[config.mk]
export PLATFORM = sky130hd
export DESIGN_NAME = mult_result_buf
export DESIGN_NICKNAME = d
export VERILOG_FILES = /design/src/rtl/mult_result_buf.sv
export SDC_FILE = /design/constraint.sdc
export NUM_CORES = 1
export LEC_CHECK = 0
export BUFFER_PORTS_ARGS = -buffer_cell sky130_fd_sc_hd__buf_2
export CAP_MARGIN = 20
export CORE_AREA = 2 2 93 86
export DETAILED_ROUTE_END_ITERATION = 6
export DIE_AREA = 0 0 95 88
export MAX_ROUTING_LAYER = met4
export PLACE_DENSITY = 0.58
export SETUP_SLACK_MARGIN = 0.05
export SLEW_MARGIN = 20
export SYNTH_ARGS = -nofsm -noshare
export SYNTH_HDL_FRONTEND = slang
export SYNTH_SLANG_ARGS = --single-unit
[constraint.sdc]
create_clock -name clk -period 8.02 [get_ports clk]
set_clock_uncertainty 0.15 [all_clocks]
set_input_delay 1.203 -clock clk [delete_from_list [all_inputs] [get_ports clk]]
set_output_delay 1.203 -clock clk [all_outputs]
set_load 0.1 [all_outputs]
[src/rtl/mult_result_buf.sv]
// Result collector for the shift-add multiplier chain: FWFT FIFO plus credit-based issue gating.
// Define MULT_RESULT_BUF_OVF_EN to build the sticky overflow detector; otherwise ovf_err is tied low.
module mult_result_buf #(
  parameter int N     = 4,
  parameter int M     = 4,
  parameter int DEPTH = 4,
  parameter int AW    = 2
) (
  input  logic             clk,
  input  logic             rst,
  input  logic             issue,
  output logic             issue_ok,
  input  logic             in_vld,
  input  logic [N+M-1:0]   in_data,
  output logic             out_vld,
  output logic [N+M-1:0]   out_data,
  input  logic             out_rdy,
  output logic [AW:0]      count,
  output logic             ovf_err
);

  localparam int W = N + M;
  localparam logic [AW:0]   DEPTH_C = (AW+1)'(DEPTH);
  localparam logic [AW:0]   ZERO_C  = {(AW+1){1'b0}};
  localparam logic [AW:0]   ONE_C   = (AW+1)'(1);
  localparam logic [AW-1:0] PTR_INC = AW'(1);

  logic [W-1:0]  mem_r [DEPTH];
  logic [AW-1:0] rd_ptr_r, wr_ptr_r;
  logic [AW:0]   count_r, in_flight_r;
  logic          out_vld_r, issue_ok_r;
  logic [W-1:0]  out_data_r;

  logic          pop_s, push_s, full_s, issue_ok_nxt_s;
  logic [AW-1:0] rd_ptr_nxt_s, wr_ptr_nxt_s;
  logic [AW:0]   count_nxt_s, in_flight_nxt_s;
  logic [AW+1:0] credit_sum_s;
  logic [W-1:0]  head_nxt_s;

  // Next-state for pointers, occupancy, credits and the registered head view.
  always_comb begin
    pop_s           = out_vld_r & out_rdy;
    full_s          = (count_r == DEPTH_C);
    push_s          = in_vld & (~full_s | pop_s);
    rd_ptr_nxt_s    = rd_ptr_r;
    wr_ptr_nxt_s    = wr_ptr_r;
    count_nxt_s     = count_r;
    in_flight_nxt_s = in_flight_r;
    head_nxt_s      = {W{1'b0}};

    if (pop_s) begin
      rd_ptr_nxt_s = rd_ptr_r + PTR_INC;
    end else begin
      rd_ptr_nxt_s = rd_ptr_r;
    end
    if (push_s) begin
      wr_ptr_nxt_s = wr_ptr_r + PTR_INC;
    end else begin
      wr_ptr_nxt_s = wr_ptr_r;
    end

    case ({push_s, pop_s})
      2'b10:   count_nxt_s = count_r + ONE_C;
      2'b01:   count_nxt_s = count_r - ONE_C;
      default: count_nxt_s = count_r;
    endcase

    // Credits saturate both ways so a protocol slip cannot wrap the counter.
    case ({issue, in_vld})
      2'b10: begin
        if (in_flight_r == DEPTH_C) begin
          in_flight_nxt_s = in_flight_r;
        end else begin
          in_flight_nxt_s = in_flight_r + ONE_C;
        end
      end
      2'b01: begin
        if (in_flight_r == ZERO_C) begin
          in_flight_nxt_s = in_flight_r;
        end else begin
          in_flight_nxt_s = in_flight_r - ONE_C;
        end
      end
      default: in_flight_nxt_s = in_flight_r;
    endcase

    // A push into the slot that becomes the head bypasses the storage array.
    if (count_nxt_s == ZERO_C) begin
      head_nxt_s = {W{1'b0}};
    end else if (push_s && (wr_ptr_r == rd_ptr_nxt_s)) begin
      head_nxt_s = in_data;
    end else begin
      head_nxt_s = mem_r[rd_ptr_nxt_s];
    end

    credit_sum_s   = {1'b0, count_nxt_s} + {1'b0, in_flight_nxt_s};
    issue_ok_nxt_s = (credit_sum_s < {1'b0, DEPTH_C});
  end

  // Control state and registered outputs.
  always_ff @(posedge clk or posedge rst) begin
    if (rst) begin
      rd_ptr_r    <= {AW{1'b0}};
      wr_ptr_r    <= {AW{1'b0}};
      count_r     <= ZERO_C;
      in_flight_r <= ZERO_C;
      out_vld_r   <= 1'b0;
      out_data_r  <= {W{1'b0}};
      issue_ok_r  <= 1'b1;
    end else begin
      rd_ptr_r    <= rd_ptr_nxt_s;
      wr_ptr_r    <= wr_ptr_nxt_s;
      count_r     <= count_nxt_s;
      in_flight_r <= in_flight_nxt_s;
      out_vld_r   <= (count_nxt_s != ZERO_C);
      out_data_r  <= head_nxt_s;
      issue_ok_r  <= issue_ok_nxt_s;
    end
  end

  // Storage array; contents need no reset.
  always_ff @(posedge clk) begin
    if (push_s) begin
      mem_r[wr_ptr_r] <= in_data;
    end
  end

`ifdef MULT_RESULT_BUF_OVF_EN
  logic ovf_r;

  // Sticky flag for a product arriving with nowhere to go.
  always_ff @(posedge clk or posedge rst) begin
    if (rst) begin
      ovf_r <= 1'b0;
    end else if (in_vld && full_s && !pop_s) begin
      ovf_r <= 1'b1;
    end
  end

  assign ovf_err = ovf_r;
`else
  assign ovf_err = 1'b0;
`endif

  assign issue_ok = issue_ok_r;
  assign out_vld  = out_vld_r;
  assign out_data = out_data_r;
  assign count    = count_r;

endmodule

==> metrics.log, run 1 <==
[metrics] result of the run: completed
[metrics] mean number of vias per cell: 5.38
[metrics] final worst hold slack: 0.498 ns
[metrics] die boundary height: 88 um
[metrics] floorplan core area: between 0.007 and 0.008 mm2
[metrics] initial antenna violation count: 0
[metrics] top cell type's share of synthesized area: ~33%
[metrics] global-route wire length before repair: around 9500 um
[metrics] Final Wtd Congestion: 0.812
[metrics] post-synthesis net count: roughly 290
[metrics] mean cell area of the mapped netlist: 10.9 um2
[metrics] CP startpoint kind: primary input
[metrics] total count of max-transition violations in the final report: 0
[metrics] core utilization of the finished layout: between 40% and 50%
[metrics] max-capacitance violation count: 0
[metrics] remaining design rule violation count: 0
[metrics] total of endpoints with negative setup slack in the final report: 0
[metrics] wire length per cell after detailed routing: 15.5 um
[metrics] Worst-path clk slew: roughly 0.10 ns
[metrics] Setup TNS: 0 ns
[metrics] IO Pins: 27
[metrics] Hold Vio Cnt, Final: 0
[metrics] cell with the largest stage delay on the worst path: fa_1
[metrics] x dimension of the die: 95 um
[metrics] share of async-settable or async-resettable flops after synthesis: 38.5%
[metrics] CTS tree: built
[metrics] final critical-path share of the clock period: 49.4%
[metrics] most common library cells after synthesis: edfxtp_1 (32), nor2_1 (22), a21oi_1 (21)
[metrics] Top cell by count, worst path: nor2_1
[metrics] sequential area share after synthesis: 50.9%
[metrics] number of buffers inserted by post-CTS setup repair: 0
[metrics] Synth area leader: edfxtp_1
[metrics] total number of H-tree levels: 2
[metrics] total of fill cells in the finished design: 707
[metrics] RSZ-0062 raised after global routing: no
[metrics] via count: ~2,000
[metrics] required time of the worst setup path: 8.11 ns
[metrics] final wirelength: around 5800 um
[metrics] worst rel slew slack: 35.7%
[metrics] Num Clock Sinks: 52
[metrics] Root Buffer Master: clkbuf_8
[metrics] area enclosed by the die boundary: ~0.0084 mm2
[metrics] overall global routing resource usage: 15.2%
[metrics] Synth Register Bits: 52
[metrics] main area contributors after synthesis: edfxtp_1 (33%), dfrtp_1 (17%), ha_1 (4.8%)
[metrics] fraction of final layout cells sized beyond drive strength 1: 17.1%
[metrics] crit path DAT: 4.05 ns
[metrics] number of synthesis warnings: 0
[metrics] worst skew pair latency: between 0.3 and 0.4 ns
[metrics] first-pass iteration count of the detailed router: 4
[metrics] number of distinct library cells after synthesis: 55
[metrics] number of buffers inserted during clock tree synthesis: 5
[metrics] worst path cell trace: buf_2 > nand2_2 > nor2_1 > inv_1 > fa_1 > nand2b_1 > o32ai_1 > nor2_1 > ha_1 > or3_1 > a31oi_1
[metrics] CTS Buffer Depth: 2
[metrics] total number of placement rows: 30
[metrics] Critical Path Max Stage Delay: 0.46 ns
[metrics] number of antenna diodes: 0
[metrics] count of buffers from port buffering: 25
[metrics] CTS hold repair buffers: 0
[metrics] Synth Flop Type: edfxtp_1
[metrics] Slew @ Worst Pin: 0.964 ns
[metrics] Area Overhead vs Synth: 8.23%
[metrics] CTS resizes: 0
[metrics] net count of the finished layout: 304
[metrics] min-delay worst type: register to register
[metrics] minimum clock period: 3.96 ns
[metrics] highest clock rate: 0.252 GHz
[metrics] iteration-0 DRC count of the detailed router: 70
[metrics] number of nets with antenna violations after detailed routing: 0
[metrics] half-perimeter wire length after detailed placement: 3890 um
[metrics] effective utilization at floorplan: a little under 40%
[metrics] Post-Synthesis Cells: 264
[metrics] kind of end point of the critical path: register
[metrics] number of enable-type register cells in the synthesized netlist: 32
[metrics] type of the worst setup path: primary input to register
[metrics] Netlist Area Pre-Place: 0.00287 mm2
[metrics] largest net degree at the start of global routing: 46
[metrics] number of global-route vias before repair: 1,902
[metrics] GRT overflow: 0
[metrics] worst-path maximum fanout: 30
[metrics] cell with the most instances after synthesis: edfxtp_1
[layout make-up]
class	count	area [um2]	area share [%]
clock buffers	5	68.8	2.21
multi-input cells	180	1240	40.0
inverters	14	52.6	1.69
flip-flops and latches	52	1460	47.0
clock inverters	3	27.5	0.885
repair buffers	26	133	4.27
well taps	96	120	3.86
[layer usage]
| layer | GRT usage (%) | vias up | routed length (um) |
|---|---|---|---|
| met5 | - | - | 0 |
| met4 | 3.16 | 0 | 40 |
| met3 | 2.67 | 4 | 298 |
| met2 | 24.9 | 51 | 2730 |
| met1 | 20.0 | 968 | 2770 |
| li1 | - | 1000 | - |
[final timing paths]
path | from | endpoint | slack [ns] | depth (start not counted)
setup / recovery | out_rdy | issue_ok | 4.06 | 11
min in group asynchronous | rst | out_data[6] | 0.91 | 2
hold reg to reg | count[0] | count[0] | 0.50 | 1
setup reg to reg | out_vld | issue_ok | 4.52 | 10
max in group asynchronous | rst | out_data[2] | 6.29 | 2
hold / removal | count[0] | count[0] | 0.50 | 1
[through the flow]
step	worst slack (ns)	cells	area [um2]
after global routing	3.78	376	3110
after floorplan	4.46	264	2870
after detailed placement	3.75	368	3010
after CTS	4.08	376	3110
final	4.06	376	3110
after global placement	3.84	368	3010
[critical path: cells and delay by family]
| family | cells | cell delay (ns) |
|---|---|---|
| and+or+nand+nor | 5 | 1.35 |
| AOI/OAI and AO/OA | 2 | 0.42 |
| buffers and inverters | 2 | 0.32 |
| adders and majority gates | 2 | 0.75 |
[registers in the layout, summed over array words and instances, names as in the netlist]
signal	flops
in_flight_r	3
issue_ok	1
count	3
wr_ptr_r	2
mem_r	32
rd_ptr_r	2
out_data	8
out_vld	1
[cell families after synthesis]
| logic type | Yosys count | share of synthesized area, % |
|---|---|---|
| compound gates | 71 | 17.0 |
| flops | 52 | 50.9 |
| simple gates | 80 | 14.9 |
| other cells | 1 | 0.131 |
| fa+ha+maj | 12 | 5.49 |
| mux | 12 | 4.66 |
| buf+inv | 32 | 5.75 |
| xor+xnor | 4 | 1.22 |
[layout by cell type (no fill, tap or decap), types with 2 or more instances in the layout]
cell type | Yosys | routed
or3_1 | 2 | 2
o31ai_1 | 5 | 5
a31oi_1 | 4 | 4
nor3b_1 | 5 | 5
dfrtp_1 | 19 | 19
nor2b_1 | 5 | 5
edfxtp_1 | 32 | 32
nand2b_1 | 2 | 2
a21oi_1 | 21 | 21
buf_2 | 8 | 25
ha_1 | 11 | 11
o211ai_1 | 5 | 5
a211oi_1 | 9 | 9
nand2_1 | 13 | 13
nor3_1 | 12 | 12
inv_1 | 14 | 14
a221oi_1 | 2 | 2
clkbuf_8 | 0 | 5
and3_1 | 3 | 3
xnor2_1 | 4 | 4
and3b_1 | 2 | 2
a21boi_0 | 2 | 2
a32oi_1 | 2 | 2
or2_2 | 2 | 2
o21ai_0 | 9 | 9
mux2i_1 | 10 | 10
nor2_1 | 22 | 22
a22oi_1 | 2 | 2
and2_1 | 4 | 4
Power of run 1 is left out: the tool's default activity adds up to more than one toggle a clock period on the data nets, which glitch-free logic cannot reach.
==> run 2, diff against run 1 <==
Clock period 8.02 ns to 3.65 ns, I/O delays scaled along.
==> run 2 against run 1 <==
Compared with the run above:
- die area is the same
- critical path depth down 1
- non-clock buffer count up 2
- final cell count is 0.53% higher
- highest routed layer unchanged
==> metrics.log, run 2 (same netlist as run 1, synthesis figures left out) <==
[metrics] result of the run: completed
[metrics] floorplan core area: 0.00739 mm2 (unchanged)
[metrics] minimum clock period: about 3.0 ns
[metrics] final wirelength: 6060 um (+3.9%)
[metrics] core utilization of the finished layout: 42.3% (+0.20 points)
[metrics] number of buffers inserted during clock tree synthesis: 5 (unchanged)
[metrics] total number of H-tree levels: 2 (unchanged)
[metrics] RSZ-0062 raised after global routing: no
[metrics] iteration-0 DRC count of the detailed router: 126 (+80%)
[metrics] total number of placement rows: 30 (unchanged)
[metrics] CTS resizes: 0 (unchanged)
[metrics] most common cell after layout, fill and taps aside: edfxtp_1
[metrics] largest net degree at the start of global routing: 32 (-30%)
[metrics] type of the worst setup path: register to register
[metrics] worst skew pair latency: 0.31 ns (about the same)
[metrics] IO Pins: 27 (unchanged)
[metrics] Slew @ Worst Pin: 0.856 ns (-0.109 ns)
[metrics] x dimension of the die: 95 um (unchanged)
[metrics] GRT overflow: 0 (unchanged)
[metrics] PnR worst setup slack: 0.646 ns (-3.41 ns)
[metrics] via count: 2,028 (+0.25%)
[metrics] max reg flops: 32 (unchanged)
[metrics] total count of max-transition violations in the final report: 0 (unchanged)
[metrics] number of antenna diodes: 0 (unchanged)
[metrics] net count of the finished layout: 306 (+0.66%)
[metrics] number of nets with antenna violations after detailed routing: 0 (unchanged)
[metrics] min-delay worst type: primary input to asynchronous set/reset pin
[metrics] kind of end point of the critical path: register
[metrics] Final Wtd Congestion: 0.855 (+5.3%)
[metrics] GR Layer Usage met1: 21.3% (+1.3 points)
[metrics] required time of the worst setup path: 3.74 ns (-4.37 ns)
[metrics] CTS Buffer Depth: 2 (unchanged)
[metrics] GRT met2 Usage: 25.4% (+0.52 points)
[metrics] count of buffers from port buffering: 25 (unchanged)
[metrics] highest clock rate: 0.333 GHz
[metrics] initial antenna violation count: 0 (unchanged)
[metrics] total area of multi-input combinational cells: 0.00124 mm2 (unchanged)
[metrics] Worst-path clk slew: 0.11 ns (about the same)
[metrics] number of global-route vias before repair: 1,891 (-0.58%)
[metrics] area enclosed by the die boundary: 0.00836 mm2 (unchanged)
[metrics] Hold Vio Cnt, Final: 0 (unchanged)
[metrics] pre-CTS setup slack: 0.475 ns (-3.27 ns)
[metrics] number of buffers inserted by post-CTS setup repair: 0 (unchanged)
[metrics] effective utilization at floorplan: 38.8% (unchanged)
[metrics] Root Buffer Master: clkbuf_8
[metrics] final worst hold slack: 0.244 ns (-0.254 ns)
[metrics] CTS tree: built
[metrics] global-route wire length before repair: 9660 um (+2.2%)
[metrics] total of endpoints with negative setup slack in the final report: 0 (unchanged)
[metrics] first-pass iteration count of the detailed router: 4 (unchanged)
[metrics] crit path DAT: 3.10 ns (-0.95 ns)
[metrics] CTS hold repair buffers: 0 (unchanged)
[metrics] CP startpoint kind: register
[metrics] fraction of final layout cells sized beyond drive strength 1: 17.7% (+0.59 points)
[metrics] Area Overhead vs Synth: 8.75%
[metrics] remaining design rule violation count: 0 (unchanged)
[metrics] max-capacitance violation count: 0 (unchanged)
[metrics] commonest non-fill, non-tap cells in the layout: edfxtp_1 (32), buf_2 (25), nor2_1 (22)
[metrics] die boundary height: 88 um (unchanged)
[metrics] register area: 0.00146 mm2 (unchanged)
[metrics] Num Clock Sinks: 52 (unchanged)
[metrics] GR peak layer: met2
[metrics] register name with the most flops: mem_r
[metrics] overall global routing resource usage: 15.9% (+0.70 points)
[metrics] total of fill cells in the finished design: 709 (+0.28%)
[metrics] Setup TNS: 0 ns (unchanged)
[metrics] M3 GR Usage: 2.58% (-0.086 points)
[metrics] mean number of vias per cell: 5.37 (-0.28%)
[metrics] worst rel slew slack: 42.9% (+7.2 points)
[metrics] final critical-path share of the clock period: 82.3%
[metrics] half-perimeter wire length after detailed placement: 4040 um (+3.9%)
[metrics] wire length per cell after detailed routing: 16.0 um (+3.4%)
[metrics] worst-path maximum fanout: 11 (-63%)
[run 2: cell count changes in the layout (fill, tap and decap cells not counted), sizes merged]
| cell | delta |
|---|---|
| buf | +2 |
[run 2: critical path, cell delays in order (launching register included)]
cell,delay (ns)
dfrtp_1,0.55
nand2_2,0.09
nor2_1,0.21
inv_1,0.12
fa_1,0.45
nand2b_1,0.18
o32ai_1,0.29
nor2_1,0.12
ha_1,0.29
or3_1,0.34
a31oi_1,0.14
[run 2: layer usage]
metal	vias to the layer above	wire length, um	part of all wire [%]
met5	-	0	0
met4	0	57	0.94
met3	5	179	3.0
met2	28	2880	48
met1	994	2940	49
li1	1001	-	-
[run 2: area by class of cell]
cell class / instances / area share (%)
clock buffers: 5 / 2.20
clock inverters: 3 / 0.881
inverters: 14 / 1.68
multi-input cells: 180 / 39.8
flip-flops and latches: 52 / 46.8
well taps: 96 / 3.84
repair buffers: 28 / 4.73
[run 2: worst paths after layout]
kind | from | endpoint | slack [ns] | depth (start not counted)
min reg2reg | count[0] | count[0] | 0.48 | 1
max reg2reg | out_vld | issue_ok | 0.65 | 10
max | out_vld | issue_ok | 0.65 | 10
min in group clk | in_data[3] | mem_r[1][3] | 0.31 | 1
max in group asynchronous | rst | out_data[2] | 2.57 | 2
min | rst | out_data[4] | 0.24 | 2
[run 2: metrics by stage]
step / cell area (um2) / cells
final: 3120 / 378
after global routing: 3120 / 378
after CTS: 3120 / 378
after detailed placement: 3030 / 370
after global placement: 3030 / 370
after floorplan: 2870 / 264
Power of run 2 is left out for the same reason.
